==> src/rtl/timer_pkg.sv <==
// Shared types and default sizing for the countdown timer.
package timer_pkg;

  typedef enum logic [1:0] {
    ST_IDLE   = 2'd0,
    ST_RUN    = 2'd1,
    ST_PAUSED = 2'd2,
    ST_DONE   = 2'd3
  } timer_state_t;

  localparam int DEF_NUM_BITS = 8;
  localparam int DEF_PRESCALE = 4;

endpackage

==> src/rtl/tick_gen.sv <==
// Prescaler: emits one tick every PRESCALE enabled cycles; holds while en is low.
module tick_gen #(
  parameter int PRESCALE = 4
) (
  input  logic clk,
  input  logic rst,
  input  logic en,
  input  logic restart,
  output logic tick
);

  localparam int CW = $clog2(PRESCALE);
  localparam logic [CW-1:0] LAST = CW'(PRESCALE - 1);

  logic [CW-1:0] cnt_q, cnt_d;

  assign tick = en && (cnt_q == LAST);

  always_comb begin
    cnt_d = cnt_q;
    if (restart)  cnt_d = '0;
    else if (en)  cnt_d = (cnt_q == LAST) ? '0 : cnt_q + 1'b1;
  end

  always_ff @(posedge clk) begin
    if (rst) cnt_q <= '0;
    else     cnt_q <= cnt_d;
  end

endmodule

==> src/rtl/countdown_timer.sv <==
// Loadable down-counter with pause, clear and auto-reload.
// Define TIMER_PRESCALE_EN to tick once per PRESCALE cycles instead of every cycle.
module countdown_timer
  import timer_pkg::*;
#(
  parameter int NUM_BITS = DEF_NUM_BITS,
  parameter int PRESCALE = DEF_PRESCALE
) (
  input  logic                clk,
  input  logic                rst,
  input  logic                load,
  input  logic [NUM_BITS-1:0] load_value,
  input  logic                start,
  input  logic                pause,
  input  logic                clear,
  input  logic                auto_reload,
  output logic [NUM_BITS-1:0] count,
  output logic                at_zero,
  output logic                done,
  output logic                busy
);

  if (PRESCALE < 2 || PRESCALE > 65535) begin : g_bad_prescale
    $error("countdown_timer: PRESCALE must be within 2..65535");
  end

  timer_state_t        state_q, state_d;
  logic [NUM_BITS-1:0] count_q, count_d;
  logic [NUM_BITS-1:0] reload_q, reload_d;
  logic                done_q, done_d;
  logic                tick;

`ifdef TIMER_PRESCALE_EN
  logic tick_en, restart;
  // Prescaler phase restarts on a fresh run but survives a pause/resume.
  assign restart = clear ||
                   (state_d == ST_RUN && (state_q == ST_IDLE || state_q == ST_DONE));
  assign tick_en = (state_q == ST_RUN) && !clear && !pause;

  tick_gen #(.PRESCALE(PRESCALE)) u_tick (
    .clk     (clk),
    .rst     (rst),
    .en      (tick_en),
    .restart (restart),
    .tick    (tick)
  );
`else
  assign tick = 1'b1;
`endif

  always_comb begin
    state_d  = state_q;
    count_d  = count_q;
    reload_d = reload_q;
    done_d   = 1'b0;
    if (clear) begin
      count_d = '0;
      state_d = ST_IDLE;
    end else if (load && state_q != ST_RUN) begin
      count_d  = load_value;
      reload_d = load_value;
    end else if (pause) begin
      if (state_q == ST_RUN) state_d = ST_PAUSED;
    end else if (start && state_q == ST_PAUSED) begin
      state_d = ST_RUN;
    end else if (start && (state_q == ST_IDLE || state_q == ST_DONE) && count_q != '0) begin
      state_d = ST_RUN;
    end else if (state_q == ST_RUN && tick) begin
      if (count_q <= NUM_BITS'(1)) begin
        done_d = 1'b1;
        if (auto_reload && reload_q > NUM_BITS'(1)) begin
          count_d = reload_q;
        end else begin
          count_d = '0;
          state_d = ST_DONE;
        end
      end else begin
        count_d = count_q - NUM_BITS'(1);
      end
    end
  end

  always_ff @(posedge clk) begin
    if (rst) begin
      state_q  <= ST_IDLE;
      count_q  <= '0;
      reload_q <= '0;
      done_q   <= 1'b0;
    end else begin
      state_q  <= state_d;
      count_q  <= count_d;
      reload_q <= reload_d;
      done_q   <= done_d;
    end
  end

  assign count   = count_q;
  assign at_zero = (count_q == '0);
  assign done    = done_q;
  assign busy    = (state_q == ST_RUN) || (state_q == ST_PAUSED);

endmodule

==> config.mk <==
export PLATFORM = sky130hd
export DESIGN_NAME = countdown_timer
export DESIGN_NICKNAME = d
export VERILOG_FILES = /design/src/rtl/timer_pkg.sv /design/src/rtl/tick_gen.sv /design/src/rtl/countdown_timer.sv
export SDC_FILE = /design/constraint.sdc
export NUM_CORES = 1
export LEC_CHECK = 0
export CORE_UTILIZATION = 44
export DETAILED_ROUTE_END_ITERATION = 16
export PLACE_DENSITY = 0.78
export SETUP_SLACK_MARGIN = 0.4
export SLEW_MARGIN = 20
export SYNTH_ARGS = -nofsm -noshare
export SYNTH_HDL_FRONTEND = slang
export SYNTH_SLANG_ARGS = --single-unit
==> constraint.sdc <==
create_clock -name clk -period 2.1 [get_ports clk]
set_clock_uncertainty 0.05 [all_clocks]
set_input_delay 0.42 -clock clk [delete_from_list [all_inputs] [get_ports clk]]
set_output_delay 0.42 -clock clk [all_outputs]
set_load 0.02 [all_outputs]
# --- Yosys cells after proc, flatten, opt, wreduce, memory -nomap -nowiden ---
# Index checks and enable logic that the tools add are counted.
totals:
  out_inout_bits: 11
  ff_bits: 19
  wordCells: 52
classes:
  bitwise_logic: 3
  n_reduce_logical: 18
  addsub: 1
  n_eq_ne: 9
  n_mux: 15
  order_cmp: 2
op_table:
  columns: ["operator", "n"]
  rows:
  - ["$mux 8", 7]
  - ["$mux 2", 7]
  - ["$gt 8x1->1 const B", 1]
  - ["$le 8x1->1 const B", 1]
  - ["$logic_not 8->1", 1]
  - ["$reduce_bool 8->1", 1]
  - ["$sub 8x1->8 const B", 1]
  - ["$reduce_or 7->1", 1]
  - ["$ne 2x1->1 const B", 3]
  - ["$logic_and 1x1->1", 5]
  - ["$reduce_and 5->1", 1]
  - ["$eq 2x2->1 const B", 2]
  - ["$ne 2x2->1 const B", 2]
  - ["$ne 4x4->1 const B", 1]
  - ["$reduce_and 4->1", 1]
  - ["$reduce_bool 4->1", 1]
  - ["$not 1->1", 3]
  - ["$reduce_bool 3->1", 1]
  - ["$eq 2x1->1 const B", 1]
  - ["$logic_not 2->1", 1]
  - ["$logic_or 1x1->1", 2]
  - ["$reduce_and 2->1", 1]
  - ["$reduce_bool 2->1", 1]
  - ["$reduce_or 2->1", 1]
  - ["$mux 1", 1]

# --- Longest topological paths before layout ---
depth:
  depth_word: 9
  ltp_mapped: 9
  mapped_depth_nobuf: 7

# --- Worst setup path before layout ---
# OpenSTA, ideal clock, no wires.
synth_timing:
  path_kind: "register to register"
  startpoint: "register count_q[0], in the netlist count[0]"
  endpoint: "register count_q[6], in the netlist count[6]"
  stages_incl_launch_ff: 9
  required_ns: 1.922
  slack_ns: -0.011
  arrival_ns: 1.932
  path_cell_list: "dfxtp_1 inv_1 ha_1 or2_2 and3_1 buf_2 and3_1 a2111oi_2 nor3_1"
synth_between:
  elab_chain_cells: 7
  word_cells_on_any_way: 12
  cone_classes: "1 x add/sub; 1 x order compare; 1 x eq/ne; 6 x mux; 3 x reduce/logical"
synth_lines:
  columns: ["item", "line", "text"]
  rows:
  - ["from (decl)", "countdown_timer.sv:28", "logic [NUM_BITS-1:0] count_q, count_d;"]
  - ["from (signal assigned)", "countdown_timer.sv:91", "count_q <= count_d;"]
  - ["$sub 8x1->8 or $le 8x1->1 (tied branches)", "countdown_timer.sv:78, countdown_timer.sv:69", null]
  - ["$mux 8", "countdown_timer.sv:69", "if (count_q <= NUM_BITS'(1)) begin"]
  - ["$mux 8", "countdown_timer.sv:68", "end else if (state_q == ST_RUN && tick) begin"]
  - ["$mux 8", "countdown_timer.sv:66", "end else if (start && (state_q == ST_IDLE || state_q == ST_DONE) && count_q != '0) begin"]
  - ["$mux 8", "countdown_timer.sv:64", "end else if (start && state_q == ST_PAUSED) begin"]
  - ["$mux 8", "countdown_timer.sv:62", "end else if (pause) begin"]
  - ["$mux 8", "countdown_timer.sv:59", "end else if (load && state_q != ST_RUN) begin"]
# Parallel ways exist; a longest one is shown, timed or not. The select of a mux whose other input is x is not followed.
# A chain may end at the register's enable or synchronous reset.

# --- Worst setup path in the final report ---
layout_timing:
  startpoint: "register count_q[1], in the netlist count[1]"
  endpoint: "register count_q[4], in the netlist count[4]"
# The elaborated chain is that of the path after synthesis.

==> summary.md <==
| Metric | Value |
|---|---|
| Area grow syn2layout | 58.3% |
| CP Cell Sequence | inv_4 -> ha_4 -> nor3b_4 -> a31oi_4 -> or3b_4 -> a311oi_1 -> nor3_1 |
| Layout cell share with drive strength beyond 1 | 36.4% |
| Unrepaired setup endpoints after global routing | yes |
| Detailed Route Iter0 Violations | 27 |
| Highest net fanout along the worst path | 7 |
| Post-synthesis instance total | 138 |
| Count of pins over their slew limit | 0 |
| Input/output buffers | 25 |
| Clock latency on the worst-skew pair | 0.31 ns |
| Overflow after GRT | 0 |
| Synthesized netlist net count | 157 |
| Area of the die | 0.00271 mm2 |
| Primary FF master, synth | dfxtp_1 |
| Starting density of the core | 48.0% |
| Fill cells | 166 |
| Multi-input gate area in the final layout | 813 um2 |
| Aggregate negative setup slack | 0 ns |
| Post-synthesis instance area | 0.00110 mm2 |
| CTS root buf | clkbuf_4 |
| Final worst-path cycle share | 94.1% |
| Final instance area | 0.00175 mm2 |
| Placed wire-length estimate after detailed placement | 2200 um |
| Sequential cell area | 397 um2 |
| Wire length after detailed routing | 3480 um |
| Sequential cell area fraction in the yosys report | 34.5% |
| Register-to-register path setup slack | 0.12 ns |
| Count of vias placed by the detailed router | 1233 |
| Global-route wire length before repair | 5110 um |
| Final number of setup-violating endpoints | 0 |
| Std cell rows | 17 |
| Core region area | 0.00230 mm2 |
| DRC viols | 0 |
| Slack of the critical path | 0.124 ns |
| Number of enable flip-flop cells after synthesis | 0 |
| Die H | 52.1 um |
| Maximum number of pins on one net before global-route repair | 13 |
| Startpoint type of the worst setup path | flop |
| Seq cells post-synth | 19 |
| Total power of the final layout | 0.000888 W |
| Clock Sinks | 19 |
| Number of diodes | 0 |
| Routability-driven placement congestion ratio | 0.833 |
| Crit. End Element | flop |
| Vias per inst | 5.82 |
| Highest ir drop seen on vdd | 0.000363 V |
| Clock transition at the registers of the reported paths | 0.11 ns |
| Delay of the slowest cell on the worst path | 0.46 ns |
| Number of warnings printed during yosys synthesis | 0 |
| Hold Fails Final Rpt | 0 |
| Type of the worst min-delay path | flop to flop |
| Number of antenna violations at the first check in global routing | 0 |
| Post-placement worst setup slack | 0.0879 ns |
| Global-route usage over all layers | 26.0% |
| Post-Place Cell Area | 0.00150 mm2 |
| LEAKAGE | 0.708 nW |
| Syn_area_per_cell | 8.00 um2 |
| Power Density | 509 mW/mm2 |
| Detailed-router iteration count before antenna repair | 4 |
| Number of buffers created by CTS | 3 |
| Detailed-route wire length per cell | 16.4 um |
| Crit Path Category | flop to flop |
| TritonCTS clock tree | done |
| Peak clock frequency supported by timing | 506 MHz |
| Max H-tree Level | 1 |
| Final period demand of the worst path | 1.98 ns |
| Die extent in x | 52.1 um |
| Async S/R FF share, synth | 0% |
| CP Data Arrival Time | 2.13 ns |
| Data required time of the worst path | 2.25 ns |
| Number of ports placed on the die boundary | 26 |
| Run status | completed |
| Number of global-route vias before repair | 1136 |
| Least-Margin Pin Slew | 0.303 ns |
| Remaining number of nets flagged by the antenna check after routing | 0 |
| Number of nets in the layout | 204 |
| Worst-case clock buffer depth | 2 |
| Cell with the biggest individual delay on the critical path | or3b_4 |
| Max Cap Violations | 0 |
| Worst max-slew margin expressed relative to the limit | 79.3% |
| Distinct cell type count after synthesis | 36 |
| Fraction of the core area covered by cells at the end of the flow | 76.0% |
## through the flow
step | instances | hold slack (ns)
2_1_floorplan | 138 | 0.404
3_3_place_gp | 194 | 0.423
3_5_place_dp | 194 | 0.427
4_1_cts | 210 | 0.443
5_1_grt | 212 | 0.480
6_report | 212 | 0.441
## layout make-up
cell class / count / area share [%]
clock buffers: 4 / 1.50
inverters: 6 / 1.58
multi-input cells: 104 / 46.6
flip-flops and latches: 19 / 22.7
well taps: 28 / 2.01
repair buffers: 51 / 25.6
## layer usage
layer | global-route usage (%) | up-vias | part of all wire, %
met2 | 44.4 | 40 | 49
met1 | 31.7 | 578 | 44
met3 | 3.22 | 14 | 3.0
li1 | - | 601 | -
met5 | 0 | - | 0
met4 | 12.6 | 0 | 3.2
## cell families (layout without fill, tap and decap cells)
logic type	Yosys count	in the layout	share of synthesized area (%)
AOI/OAI and AO/OA	42	42	24.3
xor gates and xnor gates	4	4	3.17
adders and majority gates	4	4	4.54
buffers and inverters	15	61	5.44
DFF	19	19	34.5
muxes	1	1	1.02
and+or+nand+nor	53	53	27.1
## state kept, by name, summed over array words and instances (netlist names)
name and count:
count 8, done 1, reload_q 8, state_q 2
## cells in the mapped netlist, types with 2 or more instances
cell      instances  area (um2)
dfxtp_1          19         380
o21ai_0          17        85.1
nor3_1           14        70.1
a21oi_1           9        45.0
nand2_1           9        33.8
nor2_1            9        33.8
a311oi_1          6        52.6
inv_1             6        22.5
clkbuf_1          5        18.8
ha_1              4        50.1
nand3_1           4        20.0
xnor2_1           4        35.0
and3_1            3        18.8
buf_2             3        15.0
nor3b_1           2        15.0
nor3b_2           2        25.0
nor4_1            2        12.5
o21ai_1           2        10.0
## where the power goes
part / switching, W / leakage (nW) / internal [W]
registers: 0.0000197 / 0.159 / 0.000374
clock network: 0.000120 / 0.0150 / 0.0000742
logic: 0.000150 / 0.534 / 0.000150
total: 0.000290 / 0.708 / 0.000599
## critical path, delay by kind of cell, from the launching register on
| kind | cells | cell delay (ns) |
|---|---|---|
| AOI/OAI and AO/OA | 2 | 0.46 |
| and+or+nand+nor | 3 | 0.80 |
| DFF | 1 | 0.37 |
| adders and majority gates | 1 | 0.13 |
| buffers and inverters | 1 | 0.06 |
## what timing repair did
action,in CTS,in global routing
gates resized for setup,37,15
hold buffers,0,0
cloned,0,0
pin swaps,3,3
endpoints found under the setup margin,20,17
buffers inserted,12,2
## layout by cell type, fill, tap and decap left out, types with 2 or more instances in the layout
cell | Yosys | final
a2111oi_2 | 1 | 2
a21oi_1 | 9 | 9
a311oi_1 | 6 | 4
and3_1 | 3 | 2
buf_4 | 0 | 24
buf_6 | 0 | 4
clkbuf_4 | 0 | 3
clkdlybuf4s50_1 | 0 | 14
dfxtp_1 | 19 | 12
dfxtp_2 | 0 | 4
dfxtp_4 | 0 | 3
dlygate4sd2_1 | 0 | 8
ha_4 | 0 | 2
inv_1 | 6 | 4
inv_4 | 0 | 2
nand2_1 | 9 | 9
nand3_1 | 4 | 3
nor2_1 | 9 | 9
nor3_1 | 14 | 12
nor3_2 | 0 | 2
nor3b_2 | 2 | 2
nor4_4 | 1 | 2
o21ai_0 | 17 | 15
o21ai_2 | 0 | 3
xnor2_1 | 4 | 4
## final timing paths
check / from / cells past startpoint / to
max: count[1] / 7 / count[4]
min: reload_q[0] / 2 / reload_q[0]
max reg2reg: count[1] / 7 / count[4]
min reg2reg: reload_q[0] / 2 / reload_q[0]
(Power assumes the default switching activity.)
